## config.mk

```make
export PLATFORM = sky130hd
export DESIGN_NAME = seq_divider
export DESIGN_NICKNAME = d
export VERILOG_FILES = /design/src/rtl/seq_divider.sv
export SDC_FILE = /design/constraint.sdc
export NUM_CORES = 1
export LEC_CHECK = 0
export BUFFER_PORTS_ARGS = -buffer_cell sky130_fd_sc_hd__buf_2
export CAP_MARGIN = 20
export CORE_MARGIN = 1
export CORE_UTILIZATION = 55
export CTS_CLUSTER_DIAMETER = 80
export DETAILED_ROUTE_END_ITERATION = 7
export PLACE_DENSITY_LB_ADDON = 0.25
export SETUP_SLACK_MARGIN = 0.3
export SYNTH_ARGS = -nofsm -noshare
export SYNTH_HDL_FRONTEND = slang
export SYNTH_SLANG_ARGS = --single-unit
```

## constraint.sdc

```tcl
create_clock -name clk -period 2.7 [get_ports clk]
set_input_delay 0.405 -clock clk [delete_from_list [all_inputs] [get_ports clk]]
set_output_delay 0.405 -clock clk [all_outputs]
set_load 0.05 [all_outputs]
```

## src/rtl/seq_divider.sv

```systemverilog
// seq_divider: iterative restoring divider, one quotient bit per clock.
// Divides a 2*WIDTH-bit dividend by a WIDTH-bit divisor under a
// start/ready/done handshake and returns quotient and remainder.
// Optional macro SEQ_DIVIDER_ERR_CHECK_EN: when defined, a zero divisor or
// an overflowing dividend is flagged at accept time and answered with
// err=1 after a single cycle; when undefined, err is tied low.

module seq_divider #(
    parameter int WIDTH = 8
) (
    input  logic                 clk,
    input  logic                 rst_n,
    input  logic                 start,
    input  logic [2*WIDTH-1:0]   dividend,
    input  logic [WIDTH-1:0]     divisor,
    output logic                 ready,
    output logic                 done,
    output logic [WIDTH-1:0]     quotient,
    output logic [WIDTH-1:0]     remainder,
    output logic                 err
);

    localparam int CW = (WIDTH > 1) ? $clog2(WIDTH) : 1;
    localparam logic [CW-1:0] LAST_ITER = CW'(WIDTH - 1);

    typedef enum logic [1:0] {
        IDLE,
        RUN,
        DONE
    } state_t;

    state_t           state_q, state_d;
    // Partial remainder: its top bit is implicit because after every
    // iteration of an exact division it stays below the divisor.
    logic [WIDTH-1:0] r_q, r_d;
    logic [WIDTH-1:0] q_q, q_d;
    logic [WIDTH-1:0] d_q, d_d;
    logic [CW-1:0]    cnt_q, cnt_d;
    logic [WIDTH-1:0] quo_q, quo_d;
    logic [WIDTH-1:0] rem_q, rem_d;
    logic             done_q, done_d;
`ifdef SEQ_DIVIDER_ERR_CHECK_EN
    logic             err_q, err_d;
`endif

    logic [WIDTH:0]   r_shift;
    logic             fits;
    logic [WIDTH-1:0] r_sub;
    logic [WIDTH-1:0] r_next;
    logic [WIDTH-1:0] q_next;

    // Next-state logic: handshake, one restoring iteration, result capture.
    always_comb begin
        state_d = state_q;
        r_d     = r_q;
        q_d     = q_q;
        d_d     = d_q;
        cnt_d   = cnt_q;
        quo_d   = quo_q;
        rem_d   = rem_q;
        done_d  = 1'b0;
`ifdef SEQ_DIVIDER_ERR_CHECK_EN
        err_d   = err_q;
`endif

        r_shift = {r_q, q_q[WIDTH-1]};
        fits    = (r_shift >= {1'b0, d_q});
        r_sub   = r_shift[WIDTH-1:0] - d_q;
        r_next  = fits ? r_sub : r_shift[WIDTH-1:0];
        q_next  = {q_q[WIDTH-2:0], fits};

        case (state_q)
            IDLE: begin
                if (start) begin
                    r_d     = dividend[2*WIDTH-1:WIDTH];
                    q_d     = dividend[WIDTH-1:0];
                    d_d     = divisor;
                    cnt_d   = '0;
                    state_d = RUN;
`ifdef SEQ_DIVIDER_ERR_CHECK_EN
                    err_d   = 1'b0;
                    if ((divisor == '0) || (dividend[2*WIDTH-1:WIDTH] >= divisor)) begin
                        state_d = DONE;
                        done_d  = 1'b1;
                        err_d   = 1'b1;
                        quo_d   = '1;
                        rem_d   = '0;
                    end
`endif
                end
            end
            RUN: begin
                r_d   = r_next;
                q_d   = q_next;
                cnt_d = cnt_q + CW'(1);
                if (cnt_q == LAST_ITER) begin
                    state_d = DONE;
                    done_d  = 1'b1;
                    quo_d   = q_next;
                    rem_d   = r_next;
                end
            end
            DONE: begin
                state_d = IDLE;
            end
            default: begin
                state_d = IDLE;
            end
        endcase
    end

    // State and output registers; reset aborts any division in flight.
    always_ff @(posedge clk) begin
        if (!rst_n) begin
            state_q <= IDLE;
            r_q     <= '0;
            q_q     <= '0;
            d_q     <= '0;
            cnt_q   <= '0;
            quo_q   <= '0;
            rem_q   <= '0;
            done_q  <= 1'b0;
`ifdef SEQ_DIVIDER_ERR_CHECK_EN
            err_q   <= 1'b0;
`endif
        end else begin
            state_q <= state_d;
            r_q     <= r_d;
            q_q     <= q_d;
            d_q     <= d_d;
            cnt_q   <= cnt_d;
            quo_q   <= quo_d;
            rem_q   <= rem_d;
            done_q  <= done_d;
`ifdef SEQ_DIVIDER_ERR_CHECK_EN
            err_q   <= err_d;
`endif
        end
    end

    assign ready     = (state_q == IDLE);
    assign done      = done_q;
    assign quotient  = quo_q;
    assign remainder = rem_q;
`ifdef SEQ_DIVIDER_ERR_CHECK_EN
    assign err       = err_q;
`else
    assign err       = 1'b0;
`endif

endmodule

```

**Yosys cells after proc, flatten, opt, wreduce, memory -nomap -nowiden**

Index checks and enable logic that the tools add are counted.

- Bits in latches: 0
- Output and inout port bits: 19
- ROM bits: 0
- Logic and storage cells: 33
- RAM bits: 0
- Input port bits: 27
- Memories kept: 0
- Register bits: 46

- Reduce and logical (&&, ||, !) cells: 7
- Muxes and demuxes: 11
- Eq/ne operators: 4
- Bitwise gates (word level): 0
- Magnitude comparators: 1
- Add/subtract/negate cells: 2
- Div/mod/pow operators: 0
- Shifts and indexed selects: 0
- $mul: 0

Operators by type and width:

| cell | number |
|---|---|
| one-hot mux 8 bit (2 select lines) | 2 |
| two-way mux 8 bit | 3 |
| AND reduction 2 bit | 5 |
| greater-or-equal comparator 9 x 8 -> 1 bit | 1 |
| subtractor 8 bit | 1 |
| one-hot mux 3 bit (2 select lines) | 1 |
| two-way mux 2 bit | 2 |
| != test 2 bit (second input constant) | 2 |
| one-hot mux 2 bit (2 select lines) | 1 |
| adder 3 x 1 -> 3 bit (second input constant) | 1 |
| equality test 3 bit (second input constant) | 1 |
| two-way mux 3 bit | 1 |
| equality test 2 x 1 -> 1 bit (second input constant) | 1 |
| logical NOT 2 bit | 1 |
| nonzero test 2 bit | 1 |
| two-way mux 1 bit | 1 |

**Logic depth before layout (Yosys ltp)**

- Depth in word-level cells: 3
- Mapped depth: 8
- Gate-level depth less buffers: 8

**Worst setup path before layout**

OpenSTA, ideal clock, no wires.

- Kind: register to register
- Start point: register q_q[7]
- End point: register r_q[6]
- Period minus slack after synthesis: 1.940 ns
- Stages on the path, launching flop included: 9
- Path slack: 0.760 ns
- Setup time: 0.122 ns
- Data required time: 2.578 ns
- Buffers on the path: 0
- Data arrival time: 1.819 ns
- Cells stage by stage: dfxtp_1 -> inv_1 -> ha_1 -> fa_1 -> nand2b_1 -> a21boi_0 -> mux2_2 -> o22ai_2 -> a21oi_1

- Word-level cells in the longest chain between the ends: 3
- Elaborated cells on any way between the ends: 4
- Classes of those cells: 1 x add/sub; 1 x order compare; 2 x mux

RTL lines:

| element | line | text |
|---|---|---|
| start: declaration | 36 | `logic [WIDTH-1:0] q_q, q_d;` |
| start signal: assignment | 129 | `q_q <= q_d;` |
| subtractor 8 bit or greater-or-equal comparator 9 x 8 -> 1 bit (tied branches) | 68, 67 |  |
| two-way mux 8 bit (*) | 69 | `r_next = fits ? r_sub : r_shift[WIDTH-1:0];` |
| one-hot mux 8 bit (2 select lines) (*) | 72 | `case (state_q)` |
| end signal: assignment | 128 | `r_q <= r_d;` |
| end: declaration | 35 | `logic [WIDTH-1:0] r_q, r_d;` |

Mark *: on every way between the ends. The rest lies on a longest branch, timed or not.
A chain may end at the register's enable or synchronous reset.

**Worst setup path in the final report**

- Start point: register r_q[5]
- End point: register rem_q[0] (netlist: remainder[0])

- Word-level cells in the longest chain between the ends: 2

RTL lines:

| element | line | text |
|---|---|---|
| greater-or-equal comparator 9 x 8 -> 1 bit | 67 | `fits = (r_shift >= {1'b0, d_q});` |
| two-way mux 8 bit | 69 |  |
| end signal: assignment | 133 | `rem_q <= rem_d;` |
| end: declaration | 40 | `logic [WIDTH-1:0] rem_q, rem_d;` |

No other way between the ends.

==> results.yml <==
worst_setup_path:
  reg2reg_depth: 6
  reg2reg_to: "remainder[0]"
  cp.arrival_ps: 2400
  cp_max_fo: 14
  cp.required_ps: 2900
  crit_type: "reg2reg"
  critical_path.startpoint_type: "register"
  critPathCaptureType: "register"
  r2r_start: "r_q[5]"
  r2r_slack_ps: 500
power_and_ir_drop:
  p_sw_mw: 0.818
  power_switching_share: 0.394
  total_power_mw: 2.08
  p_leak_nw: 1.14
  p_int_mw: 1.26
  pwr-share-comb: 0.405
  seqPwrFrac: 0.377
  cellPowerDensity_nw_per_um2: 741
  ir_drop_mv: 0.379
  clockPowerShare: 0.218
sta:
  slew_headroom: 0.355
  finalSetupViolations: 0
  grt_setup_unrepaired: "no"
  fin_crit_ps: 2200
  fin_crit_sh: 0.815
  hold_viol_final: 0
  finClkSkew_ps: 6.82
  fmax_mhz: 454
  worst_pin_slew_ps: 967
  slew_viol_final: 0
  tns_ps: 0
global_routing:
  grt_max_degree: 30
  antenna_found_initial: 0
  grt_pass1_wl_microns: 10000
  globalRouteOverflowTotal: 0
  grt_pass1_vias: 2101
  grt_use_total: 0.260
layout:
  diodes: 0
  final_cells: 395
  drive_gt1_frac: 0.224
  final_cell_area_sq_um: 2800
  fillers: 411
  areaGrowthSynthToFinish_pct: 11.8
  fin_util: 0.643
  nets: 380
flow_run:
  drv_cap: 0
yosys:
  synth_xor_area_frac: 0.0105
  yosys.area_share.simple: 0.220
  ys_ff_latch: 46
  synthMuxAreaShare: 0.0130
  synth_top_family_by_area: "compound AO/OA/AOI/OAI gates"
  synthArstFlopShare: 0
  yosysTopAreaCellShare: 0.368
  yosysWarnings: 0
  synth_area_leaders: "dfxtp_1 (37%), nand2_1 (8.4%), a21oi_1 (6.2%)"
  ys.flop_type: "dfxtp_1"
  synthCells: 311
  syn-mean-instance-area_sq_um: 8.05
  syn_nets: 349
  synth-compound-area-share: 0.263
  synth-edff-count: 0
  yosys.area.top_type: "dfxtp_1"
  synth_seq_area_share: 0.368
  yosysMostFrequentCell: "nand2_1"
  ys_types: 61
  synth_area_sq_um: 2500
  synth.top_cells.by_count: "nand2_1 (56), dfxtp_1 (46), a21oi_1 (31)"
  synthAdderAreaFrac: 0.0579
routing:
  first_pass_iters: 4
  num_vias: 2341
  wl_per_cell_microns: 15.4
  initialDrtViolationCount: 280
  drtAntennaViolNets: 0
  drc: 0
  viasPerCell: 5.93
  drt-total-wl_microns: 6070
clock_network:
  h-tree-depth: 2
  cts_buffer_depth: 2
  clock_latency_ps: 310
  clk_pin_slew_ps: 90
  cts_root_buf: "clkbuf_8"
  post-cts-setup-buffer-count: 0
  numCtsBuffers: 5
  cts_tree: "built"
  cts_hold_buf: 0
  cts_resized: 0
  clkSinkCount: 46
floorplanning:
  num_rows: 24
  start_util: 0.575
  die_h_microns: 69.5
  coreArea_sq_um: 4350
  ioPinCount: 46
  die_area_sq_um: 4830
  dieWidth_microns: 69.5
place:
  dp_cells: 387
  portBuffers: 44
  place_area_sq_um: 2710
  gp_congestion: 0.847
  dp_hpwl_microns: 4350
worst_hold_path:
  holdCritStartpoint: "divisor[5]"
  worstHoldPathCells: 3
  min_path_type: "in2reg"
  worst_hold_path.endpoint: "d_q[5]"
status:
  outcome: "complete, no violations"
layout by cell type (no fill, tap or decap), types with 2 or more instances in the layout:
cell type  synthesis  final
nor2b_1            2      2
o32ai_1            2      2
inv_1             13     13
ha_1              10     10
a21oi_1           31     31
o311ai_0           3      3
and3_1             4      4
o221ai_1           2      2
nand2b_1           3      3
a2111o_1           2      2
a211oi_1           3      3
mux2_2             2      2
o22ai_2            3      3
dfxtp_1           46     46
a31oi_1            8      8
a22oi_1            2      2
nand3_1           12     12
o21ai_0           15     15
clkbuf_8           0      6
a311oi_1           8      8
buf_4              2      4
buf_2              5     44
xnor2_1            2      2
nor2_1            21     21
nor3_1             4      4
nand2_1           56     56
power by group through the flow:
stage               logic (mW)  clock network (mW)  registers, mW
global route             0.915               0.486          0.786
finish                   0.840               0.453          0.782
floorplan                0.706                   0          0.774
CTS                      0.827               0.460          0.779
detailed placement       0.824                   0          0.795
global placement         0.806                   0          0.795
final cells by class:
class,count,area (sq um),share of cell area
clock inverters,2,12.5,0.00447
multi-input cells,228,1420,0.507
flip-flops and latches,46,921,0.329
inverters,13,48.8,0.0174
clock buffers,6,82.6,0.0295
well taps,52,65.1,0.0232
repair buffers,48,250,0.0893
per-stage QoR:
stage,setup slack (ps),hold slack (ps)
3_5_place_dp,516,444
6_report,499,324
3_3_place_gp,618,439
5_1_grt,362,322
4_1_cts,518,323
2_1_floorplan,760,436
cell families after synthesis:
group | after synthesis
buffers and inverters | 37
flip-flops | 46
adder cells (fa/ha/maj) | 11
AO/OA/AOI/OAI | 93
XOR/XNOR | 3
multiplexers | 3
AND/OR/NAND/NOR | 117
other | 1
flip-flops by register name (all words and copies together) (netlist names):
signal     cells
done           1
d_q            8
r_q            8
remainder      8
state_q        2
cnt_q          3
quotient       8
q_q            8
worst max-delay path, cell delays in order, from the launching register on:
cell	delay (ps)
dfxtp_1	350
ha_1	370
a21o_2	260
and2_4	170
nor3_4	430
nand2_2	150
o311ai_0	350
metal layers:
layer  track usage  vias up  routed length [microns]
met4        0.0952        0                      109
met1         0.366     1081                     2820
met3        0.0640       13                      393
li1              -     1167                        -
met2         0.386       80                     2750
met5             0        -                        0
worst max path at each step:
| stage | cells after the start | to | from | slack [ps] |
|---|---|---|---|---|
| 2_1_floorplan | 8 | r_q[6] | q_q[7] | 760 |
| 3_3_place_gp | 6 | remainder[0] | r_q[5] | 620 |
| 3_5_place_dp | 6 | remainder[0] | r_q[5] | 520 |
| 4_1_cts | 6 | remainder[0] | r_q[5] | 520 |
| 5_1_grt | 7 | r_q[7] | d_q[6] | 360 |
| 6_report | 6 | remainder[0] | r_q[5] | 500 |
(Power assumes the default switching activity.)
